## config.mk

```make
export PLATFORM = sky130hd
export DESIGN_NAME = gemm_icb_arbiter
export DESIGN_NICKNAME = d
export VERILOG_FILES = /design/src/rtl/gemm_icb_arbiter.sv
export SDC_FILE = /design/constraint.sdc
export NUM_CORES = 1
export LEC_CHECK = 0
export BUFFER_PORTS_ARGS = -buffer_cell sky130_fd_sc_hd__buf_2
export CAP_MARGIN = 10
export CORE_AREA = 2 2 110 112
export DETAILED_ROUTE_END_ITERATION = 12
export DIE_AREA = 0 0 112 114
export GPL_TIMING_DRIVEN = 0
export PLACE_DENSITY = 0.74
export SYNTH_ARGS = -nofsm -noshare
export SYNTH_HDL_FRONTEND = slang
export SYNTH_SLANG_ARGS = --single-unit
```

## constraint.sdc

```tcl
create_clock -name nice_clk -period 2.29 [get_ports nice_clk]
set_input_delay 0.229 -clock nice_clk [delete_from_list [all_inputs] [get_ports nice_clk]]
set_output_delay 0.229 -clock nice_clk [all_outputs]
set_load 0.01 [all_outputs]
```

## src/rtl/gemm_icb_arbiter.sv

```systemverilog
// ---------------------------------------------------------------------------
// gemm_icb_arbiter
//
// Purpose:
//   Shares the single NICE ICB memory port between the GEMM operand-fetch
//   path (read requester) and the result write-back path (write requester).
//   Commands are issued one at a time through a small grant FSM. A tag FIFO
//   records whether each in-flight transaction is a read or a write.
//   In-order responses are then steered back: read data goes to the fetch
//   side, and write acknowledges become a one-cycle wr_done pulse.
//
// Configuration macro:
//   GEMM_ARB_RR_EN  defined   -> round-robin; after a grant the other
//                                requester has priority.
//                   undefined -> fixed priority, write beats read.
//
// Parameters:
//   OUTSTD_DEPTH  max in-flight ICB transactions (power of 2, >= 2)
//   AW            address width
//   DW            data width
//
// Ports:
//   nice_clk, nice_rst_n         clock / async active-low reset
//   rd_req_*                     read request handshake (valid/ready/addr)
//   rd_rsp_*                     read response handshake (valid/ready/data)
//   wr_req_*                     write request handshake (valid/ready/addr/data)
//   wr_done                      one-cycle pulse per completed write response
//   nice_icb_cmd_*               ICB command channel
//   nice_icb_rsp_*               ICB response channel
//   nice_mem_holdup              command pending or transaction in flight
//   outstd_cnt                   in-flight transaction count
//   err_sticky / err_clr         sticky response-error flag and its clear
//
// Grant FSM:
//   state  | meaning
//   S_NONE | no command presented; arbitrates when there is room in flight
//   S_RD   | read command presented on ICB, held until cmd_ready
//   S_WR   | write command presented on ICB, held until cmd_ready
// ---------------------------------------------------------------------------
module gemm_icb_arbiter #(
  parameter int OUTSTD_DEPTH = 4,
  parameter int AW           = 32,
  parameter int DW           = 32
) (
  input  logic                            nice_clk,
  input  logic                            nice_rst_n,

  input  logic                            rd_req_valid,
  output logic                            rd_req_ready,
  input  logic [AW-1:0]                   rd_req_addr,
  output logic                            rd_rsp_valid,
  input  logic                            rd_rsp_ready,
  output logic [DW-1:0]                   rd_rsp_data,

  input  logic                            wr_req_valid,
  output logic                            wr_req_ready,
  input  logic [AW-1:0]                   wr_req_addr,
  input  logic [DW-1:0]                   wr_req_data,
  output logic                            wr_done,

  output logic                            nice_icb_cmd_valid,
  input  logic                            nice_icb_cmd_ready,
  output logic [AW-1:0]                   nice_icb_cmd_addr,
  output logic                            nice_icb_cmd_read,
  output logic [DW-1:0]                   nice_icb_cmd_wdata,
  output logic [1:0]                      nice_icb_cmd_size,

  input  logic                            nice_icb_rsp_valid,
  output logic                            nice_icb_rsp_ready,
  input  logic [DW-1:0]                   nice_icb_rsp_rdata,
  input  logic                            nice_icb_rsp_err,

  output logic                            nice_mem_holdup,
  output logic [$clog2(OUTSTD_DEPTH):0]   outstd_cnt,
  output logic                            err_sticky,
  input  logic                            err_clr
);

  localparam int PW = $clog2(OUTSTD_DEPTH);
  localparam int CW = PW + 1;

  typedef enum logic [1:0] {
    S_NONE = 2'd0,
    S_RD   = 2'd1,
    S_WR   = 2'd2
  } state_t;

  state_t                  r_state;
  logic                    r_cmd_valid;
  logic                    r_cmd_read;
  logic [AW-1:0]           r_cmd_addr;
  logic [DW-1:0]           r_cmd_wdata;

  logic [OUTSTD_DEPTH-1:0] r_tag;
  logic [PW-1:0]           r_wptr;
  logic [PW-1:0]           r_rptr;
  logic [CW-1:0]           r_cnt;
  logic                    r_err_sticky;

`ifdef GEMM_ARB_RR_EN
  logic                    r_rr_wr_pri;
`endif

  logic                    w_cmd_hs;
  logic                    w_rsp_hs;
  logic                    w_fifo_empty;
  logic                    w_head_rd;
  logic                    w_rsp_ready;
  logic                    w_pick_rd;
  logic                    w_any_req;
  logic                    w_can_grant;
  logic [CW-1:0]           w_cnt_nxt;

  // -------------------------------------------------------------------------
  // Handshakes and response routing
  // -------------------------------------------------------------------------
  assign w_cmd_hs     = r_cmd_valid & nice_icb_cmd_ready;
  assign w_fifo_empty = (r_cnt == '0);
  assign w_head_rd    = r_tag[r_rptr];

  // With nothing in flight, a stray response is swallowed (ready=1) and
  // has no effect on any state.
  always_comb begin
    rd_rsp_valid = 1'b0;
    wr_done      = 1'b0;
    w_rsp_ready  = 1'b1;
    if (!w_fifo_empty) begin
      if (w_head_rd) begin
        rd_rsp_valid = nice_icb_rsp_valid;
        w_rsp_ready  = rd_rsp_ready;
      end else begin
        wr_done      = nice_icb_rsp_valid;
      end
    end
  end

  assign w_rsp_hs = nice_icb_rsp_valid & w_rsp_ready & ~w_fifo_empty;

  always_comb begin
    w_cnt_nxt = r_cnt;
    if (w_cmd_hs && !w_rsp_hs) begin
      w_cnt_nxt = r_cnt + CW'(1);
    end else if (!w_cmd_hs && w_rsp_hs) begin
      w_cnt_nxt = r_cnt - CW'(1);
    end
  end

  // Arbitration uses the count after this cycle's response handshake.
  // This lets a slot freed by a response be re-granted in the same cycle.
  assign w_can_grant = (w_cnt_nxt != CW'(OUTSTD_DEPTH));
  assign w_any_req   = rd_req_valid | wr_req_valid;

`ifdef GEMM_ARB_RR_EN
  assign w_pick_rd = rd_req_valid & (~wr_req_valid | ~r_rr_wr_pri);
`else
  assign w_pick_rd = rd_req_valid & ~wr_req_valid;
`endif

  // -------------------------------------------------------------------------
  // Grant FSM with registered ICB command
  // -------------------------------------------------------------------------
  always_ff @(posedge nice_clk or negedge nice_rst_n) begin
    if (!nice_rst_n) begin
      r_state     <= S_NONE;
      r_cmd_valid <= 1'b0;
      r_cmd_read  <= 1'b0;
      r_cmd_addr  <= '0;
      r_cmd_wdata <= '0;
`ifdef GEMM_ARB_RR_EN
      r_rr_wr_pri <= 1'b0;
`endif
    end else begin
      case (r_state)
        S_NONE: begin
          if (w_any_req && w_can_grant) begin
            r_cmd_valid <= 1'b1;
            r_cmd_read  <= w_pick_rd;
            if (w_pick_rd) begin
              r_state     <= S_RD;
              r_cmd_addr  <= rd_req_addr;
              r_cmd_wdata <= '0;
            end else begin
              r_state     <= S_WR;
              r_cmd_addr  <= wr_req_addr;
              r_cmd_wdata <= wr_req_data;
            end
`ifdef GEMM_ARB_RR_EN
            r_rr_wr_pri <= w_pick_rd;
`endif
          end
        end
        S_RD, S_WR: begin
          if (w_cmd_hs) begin
            r_cmd_valid <= 1'b0;
            r_state     <= S_NONE;
          end
        end
        default: begin
          r_cmd_valid <= 1'b0;
          r_state     <= S_NONE;
        end
      endcase
    end
  end

  // Requester ready is the command handshake itself, so the requester can
  // drop or advance its request on the very next cycle.
  assign rd_req_ready = (r_state == S_RD) & w_cmd_hs;
  assign wr_req_ready = (r_state == S_WR) & w_cmd_hs;

  // -------------------------------------------------------------------------
  // Tag FIFO and in-flight counter
  // -------------------------------------------------------------------------
  always_ff @(posedge nice_clk or negedge nice_rst_n) begin
    if (!nice_rst_n) begin
      r_tag  <= '0;
      r_wptr <= '0;
      r_rptr <= '0;
      r_cnt  <= '0;
    end else begin
      if (w_cmd_hs) begin
        r_tag[r_wptr] <= r_cmd_read;
        r_wptr        <= r_wptr + PW'(1);
      end
      if (w_rsp_hs) begin
        r_rptr <= r_rptr + PW'(1);
      end
      r_cnt <= w_cnt_nxt;
    end
  end

  // -------------------------------------------------------------------------
  // Sticky error: a new error wins over a same-cycle clear
  // -------------------------------------------------------------------------
  always_ff @(posedge nice_clk or negedge nice_rst_n) begin
    if (!nice_rst_n) begin
      r_err_sticky <= 1'b0;
    end else if (w_rsp_hs && nice_icb_rsp_err) begin
      r_err_sticky <= 1'b1;
    end else if (err_clr) begin
      r_err_sticky <= 1'b0;
    end
  end

  // -------------------------------------------------------------------------
  // Outputs
  // -------------------------------------------------------------------------
  assign nice_icb_cmd_valid = r_cmd_valid;
  assign nice_icb_cmd_addr  = r_cmd_addr;
  assign nice_icb_cmd_read  = r_cmd_read;
  assign nice_icb_cmd_wdata = r_cmd_wdata;
  assign nice_icb_cmd_size  = 2'b10;
  assign nice_icb_rsp_ready = w_rsp_ready;
  assign rd_rsp_data        = nice_icb_rsp_rdata;
  assign nice_mem_holdup    = r_cmd_valid | (r_cnt != '0);
  assign outstd_cnt         = r_cnt;
  assign err_sticky         = r_err_sticky;

endmodule

```

==> results of run 1 <==
## power breakdown
| group | switching [W] | internal (W) | leakage (nW) | total (W) |
|---|---|---|---|---|
| Clock | 0.000620 | 0.000857 | 0.144 | 0.00148 |
| Combinational | 0.00222 | 0.00252 | 2.40 | 0.00474 |
| Sequential | 0.000461 | 0.00214 | 0.965 | 0.00261 |
## metal layers
metal  routed length, um  up-vias  track usage
li1                    -     1912            -
met4                  96        0       0.0455
met3                 806        7       0.0457
met1                4640     1802        0.212
met5                   0        -            0
met2                6040      150        0.322
## through the flow
step / hold slack [ps] / std cells
after CTS: 71.0 / 844
after floorplan: -66.6 / 458
after global placement: 426 / 817
final: 82.2 / 847
after detailed placement: 201 / 818
after global routing: 85.4 / 847
## state kept, by name, summed over array words and instances (netlist names)
name / flops
err_sticky: 1
nice_icb_cmd_addr: 32
nice_icb_cmd_read: 1
nice_icb_cmd_valid: 1
nice_icb_cmd_wdata: 32
outstd_cnt: 3
r_rptr: 2
r_state: 2
r_tag: 4
r_wptr: 2
## path summary, 6_finish.rpt
check | to | cells after the start
max | nice_icb_cmd_addr[13]$_DFFE_PN0P_ | 8
min | err_sticky$_DFFE_PN0P_ | 2
max reg2reg | nice_icb_cmd_addr[13]$_DFFE_PN0P_ | 8
min reg2reg | nice_icb_cmd_addr[9]$_DFFE_PN0P_ | 1
max in group asynchronous | r_rptr[1]$_DFFE_PN0N_ | 3
min in group asynchronous | nice_icb_cmd_addr[21]$_DFFE_PN0P_ | 2
## critical path: stages, from the launching register on
cell     delay, ps
dfrtp_2        440
mux2i_4        340
o22a_2         250
a21oi_4         90
o32a_4         390
a21oi_4        160
buf_12         170
buf_12         150
mux2_4         300
## synth_stat cells, types with 2 or more instances
master / instances / area share
nor3_1: 6 / 0.0067
mux2i_2: 2 / 0.0061
xnor2_1: 5 / 0.0097
mux2_2: 4 / 0.010
a311o_1: 2 / 0.0044
mux2i_1: 33 / 0.073
inv_1: 40 / 0.033
dfrtp_1: 80 / 0.44
o21ai_1: 2 / 0.0022
buf_12: 3 / 0.013
nand2b_1: 3 / 0.0042
nand2_1: 143 / 0.12
nor2_1: 4 / 0.0033
a21oi_1: 2 / 0.0022
clkbuf_1: 12 / 0.010
and3_1: 2 / 0.0028
buf_4: 34 / 0.057
o211ai_1: 2 / 0.0033
xor2_1: 3 / 0.0058
o21ai_0: 5 / 0.0055
buf_6: 4 / 0.010
mux2_1: 4 / 0.010
or2_2: 2 / 0.0028
mux2_4: 28 / 0.093
and2_1: 3 / 0.0042
ha_1: 10 / 0.028
conb_1: 2 / 0.0017
a21oi_2: 2 / 0.0039
## repair_timing
action | 4_1_cts | 5_1_grt
endpoints found under the hold margin | 32 | 0
resized for setup | 10 | 10
setup buffers | 10 | 3
pin swaps | 1 | 3
hold buffers | 1 | 0
setup endpoints to repair | 64 | 66
## kinds of logic (layout without fill, tap and decap cells)
family | after synthesis | after routing | share of synthesized area
AND/OR/NAND/NOR | 165 | 165 | 0.145
flip-flops | 80 | 80 | 0.443
buffers and inverters | 95 | 337 | 0.125
other | 2 | 2 | 0.00166
AO/OA/AOI/OAI | 27 | 27 | 0.0493
XOR/XNOR | 8 | 8 | 0.0155
multiplexers | 71 | 71 | 0.192
adder cells (fa/ha/maj) | 10 | 10 | 0.0277
## final cells by class
cell class	instances	area, sq um
flip-flops and latches	80	2010
multi-input cells	283	2060
clock buffers	9	225
repair buffers	227	1210
clock inverters	7	78.8
inverters	41	156
well taps	147	184
fillers	1041	5370
plain buffers	53	414
==> flow_metrics.env, run 1 <==
export IMPL_grt_pass1_vias=3805
export IMPL_powerDensity_nw_per_um2=1390
export IMPL_ys_flop_type="dfrtp_1"
export IMPL_fp_dieW_um=112
export IMPL_clock_path_buffers=2
export IMPL_rows=40
export IMPL_slew_viol_final=0
export IMPL_place_area_sq_um=5830
export IMPL_arrival_ps=2640
export IMPL_netlist_area_sq_um=4510
export IMPL_coreArea_sq_um=11700
export IMPL_fin_crit_sh=1.06
export IMPL_crit_type="flip-flop to flip-flop"
export IMPL_cts_buffers=9
export IMPL_start_kind="flip-flop"
export IMPL_root_buffer="clkbuf_16"
export IMPL_grt_pass1_wl_um=18400
export IMPL_wl_um=11600
export IMPL_path_max_fanout=10
export IMPL_fin_tns_setup_ps=-4190
export IMPL_outcome="finished, violations left"
export IMPL_drc=0
export IMPL_reg2reg_slack_ps=-140
export IMPL_io_pins=247
export IMPL_diodes=0
export IMPL_setup_violations=55
export IMPL_globalRoute_totalOverflow=0
export IMPL_syn_inst=458
export IMPL_worstMarginPinSlew_ps=713
export IMPL_post_place_ws_ps=-187
export IMPL_ys_types=44
export IMPL_slew_headroom=0.525
export IMPL_finalHoldViolations=0
export IMPL_violations="negative setup slack"
export IMPL_wire_per_inst_um=13.7
export IMPL_drive_gt1_frac=0.489
export IMPL_start_util=0.385
export IMPL_fin_nets=842
export IMPL_via_per_inst=4.57
export IMPL_clk_pin_slew_ps=60
export IMPL_min_period_ps=2430
export IMPL_dr_pass1_iters=4
export IMPL_syn_num_nets=605
export IMPL_dieHeight_um=114
export IMPL_maxCapViolations=0
export IMPL_async_flop_share=1.00
export IMPL_power_total_w=0.00882
export IMPL_vias=3871
export IMPL_clk_latency_ps=330
export IMPL_port_buffers=212
export IMPL_setup_slack_ps=-135
export IMPL_hpwl_um=8510
export IMPL_maxClockFrequency_ghz=0.412
export IMPL_mostFrequentLayoutCell="buf_2"
export IMPL_grt_max_degree=49
export IMPL_min_path_type="primary input to flip-flop"
export IMPL_cts_max_level=3
export IMPL_syn_area_per_cell_sq_um=9.86
export IMPL_grt_antenna_before_repair=0
export IMPL_track_usage=0.178
export IMPL_critPathCaptureType="flip-flop"
export IMPL_finalClockSkew_ps=5.98
export IMPL_fin_area_sq_um=6340
export IMPL_crit_start="r_rptr[1]$_DFFE_PN0N_"
export IMPL_hold_start="err_clr"
export IMPL_vdd_drop_max_mv=0.705
export IMPL_first_iter_violations=89
export IMPL_ys_warn_count=0
export IMPL_die_area_sq_um=12800
export IMPL_cts_sinks=80
export IMPL_synth_enable_flop_cells=0
export IMPL_rr_startpoint="r_rptr[1]$_DFFE_PN0N_"
export IMPL_area_growth_syn_to_layout_pct=40.4
export IMPL_final_cell_mix="buf_2 (211), nand2_1 (142), dfrtp_1 (77), buf_4 (45), inv_1 (39)"
export IMPL_cts_tree="done"
export IMPL_worstPathRequired_ps=2500
export IMPL_final_core_util=0.541
export IMPL_synth_seq_cells=80
export IMPL_ys_seq_area_frac=0.443
export IMPL_rsz0062_at_grt="true"
export IMPL_leakagePower_nw=3.51
export IMPL_gp_congestion=0.808
export IMPL_ant_nets=0
(Power assumes the default switching activity.)
==> run 2, diff against run 1 <==
clock period = 2 ns   (was 2.29 ns; I/O delays follow)
==> run 2 against run 1 <==
Compared with the run above:
- final cell count rose by 0.71%
- clock power up 30%
- sequential share of layout area down 0.82 points
- critical path depth grew 2
- largest power group unchanged
- register-to-register slack worse by 190 ps
- core utilization increased by 1.4 points
- die area is the same
- combinational power is 22% higher
- the run still ends with negative setup slack left
- count of clock-buffer cells in the layout grew 2
- routed wire length down 1.6%
==> flow_metrics.env, run 2 (same netlist as run 1, synthesis figures left out) <==
export IMPL_outcome="finished, violations left"
export IMPL_violations="negative setup slack"
export IMPL_rsz0062_at_grt="true"
export IMPL_maxCapViolations=0
export IMPL_route_met3_wl_um=808
export IMPL_power_total_w=0.0106
export IMPL_fin_tns_setup_ps=-19260
export IMPL_clock_path_buffers=2
export IMPL_maxClockFrequency_ghz=0.431
export IMPL_slowest_stage="dfrtp_2"
export IMPL_worstPathRequired_ps=2250
export IMPL_final_cell_mix="buf_2 (211), nand2_1 (142), dfrtp_1 (77), buf_4 (49), inv_1 (39)"
export IMPL_finalHoldViolations=0
export IMPL_dr_pass1_iters=4
export IMPL_wire_per_inst_um=13.4
export IMPL_ant_nets=0
export IMPL_path_max_fanout=7
export IMPL_vdd_drop_max_mv=0.728
export IMPL_track_usage=0.176
export IMPL_diodes=0
export IMPL_dieHeight_um=114
export IMPL_cts_max_level=3
export IMPL_met2_length_um=5660
export IMPL_grt_pass1_wl_um=18300
export IMPL_powerDensity_nw_per_um2=1640
export IMPL_start_util=0.385
export IMPL_slew_headroom=0.572
export IMPL_port_buffers=212
export IMPL_leakagePower_nw=3.59
export IMPL_rows=40
export IMPL_start_kind="flip-flop"
export IMPL_die_area_sq_um=12800
export IMPL_fp_dieW_um=112
export IMPL_grt_max_degree=42
export IMPL_min_path_type="primary input to flip-flop"
export IMPL_gp_congestion=0.820
export IMPL_cts_sinks=80
export IMPL_grt_pass1_vias=3841
export IMPL_hpwl_um=8390
export IMPL_cts_buffers=9
export IMPL_coreArea_sq_um=11700
export IMPL_grt_antenna_before_repair=0
export IMPL_setup_slack_ps=-321
export IMPL_crit_type="flip-flop to flip-flop"
export IMPL_cp_slowest_stage_delay_ps=420
export IMPL_globalRoute_totalOverflow=0
export IMPL_cp_num_buf_inv=4
export IMPL_dp_cells=818
export IMPL_mostFrequentLayoutCell="buf_2"
export IMPL_drc=0
export IMPL_root_buffer="clkbuf_16"
export IMPL_worstMarginPinSlew_ps=643
export IMPL_fin_nets=848
export IMPL_post_place_ws_ps=-488
export IMPL_drive_gt1_frac=0.493
export IMPL_arrival_ps=2570
export IMPL_crit_chain="mux2i_2, buf_4, o22ai_4, o2111ai_4, o311ai_4, a21oi_2, buf_6, buf_12, clkbuf_16, mux2i_1"
export IMPL_area_growth_syn_to_layout_pct=44.1
export IMPL_via_per_inst=4.60
export IMPL_cts_tree="done"
export IMPL_fin_area_sq_um=6510
export IMPL_place_area_sq_um=5840
export IMPL_min_period_ps=2320
export IMPL_finalClockSkew_ps=7.35
export IMPL_wl_um=11400
export IMPL_io_pins=247
export IMPL_fin_crit_sh=1.16
export IMPL_clk_pin_slew_ps=60
export IMPL_critPathCaptureType="flip-flop"
export IMPL_first_iter_violations=102
export IMPL_vias=3927
export IMPL_slew_viol_final=0
export IMPL_clk_latency_ps=340
export IMPL_fillers=1055
export IMPL_setup_violations=68
export IMPL_wl_met1_um=4720
export IMPL_crit_family="compound AO/OA/AOI/OAI gates"
export IMPL_final_cells=853
export IMPL_topRoutingLayerUsed="met4"
-- run 2: cell count changes in the layout (fill, tap and decap cells not counted), moves of 2 or more --
cell	before	now
buf_12	4	8
buf_4	45	49
buf_6	6	2
bufinv_16	1	3
clkbuf_16	9	11
clkinvlp_4	2	0
mux2_1	0	3
mux2_4	32	29
-- run 2: repair_timing --
item                       in CTS  in global routing
setup endpoints to repair      68                 69
pin swaps                       3                  6
cloned                          1                  2
hold buffers                    1                  0
resized for setup              15                  7
hold endpoints to repair       39                  0
buffers inserted               10                  6
-- run 2: through the flow --
stage	hold slack, ps	util
floorplan	-95.6	-
CTS	30.8	0.544
finish	46.0	0.556
detailed placement	219	0.498
global route	68.7	0.556
global placement	390	0.496
-- run 2: final cells by class --
type                            instances  area (sq um)  share of cell area
Clock buffer                           11           243              0.0373
Sequential cell                        80          2010               0.308
Buffer                                 53           432              0.0663
Clock inverter                          5           104              0.0160
Multi-Input combinational cell        283          2070               0.319
Tap cell                              147           184              0.0283
Inverter                               41           156              0.0240
Timing Repair Buffer                  233          1310               0.201
-- run 2: routing by layer --
metal / GRT usage / vias to the layer above
li1: - / 1915
met1: 0.219 / 1828
met2: 0.298 / 169
met3: 0.0436 / 15
met4: 0.0683 / 0
met5: 0 / -
-- run 2: where the power goes --
part           total, W  switching (W)  internal, W
combinational   0.00577        0.00261      0.00316
clock           0.00192       0.000661      0.00125
sequential      0.00296       0.000504      0.00246
-- run 2: path summary, 6_finish.rpt --
kind,start,end,slack (ps),cells after the start
setup / recovery,r_rptr[1]$_DFFE_PN0N_,nice_icb_cmd_wdata[7]$_DFFE_PN0P_,-320,10
hold / removal,err_clr,err_sticky$_DFFE_PN0P_,50,2
setup reg to reg,r_rptr[1]$_DFFE_PN0N_,nice_icb_cmd_wdata[7]$_DFFE_PN0P_,-320,10
hold reg to reg,nice_icb_cmd_addr[27]$_DFFE_PN0P_,nice_icb_cmd_addr[27]$_DFFE_PN0P_,480,1
max in group asynchronous,nice_rst_n,nice_icb_cmd_wdata[3]$_DFFE_PN0P_,990,3
min in group asynchronous,nice_rst_n,nice_icb_cmd_addr[9]$_DFFE_PN0P_,390,2
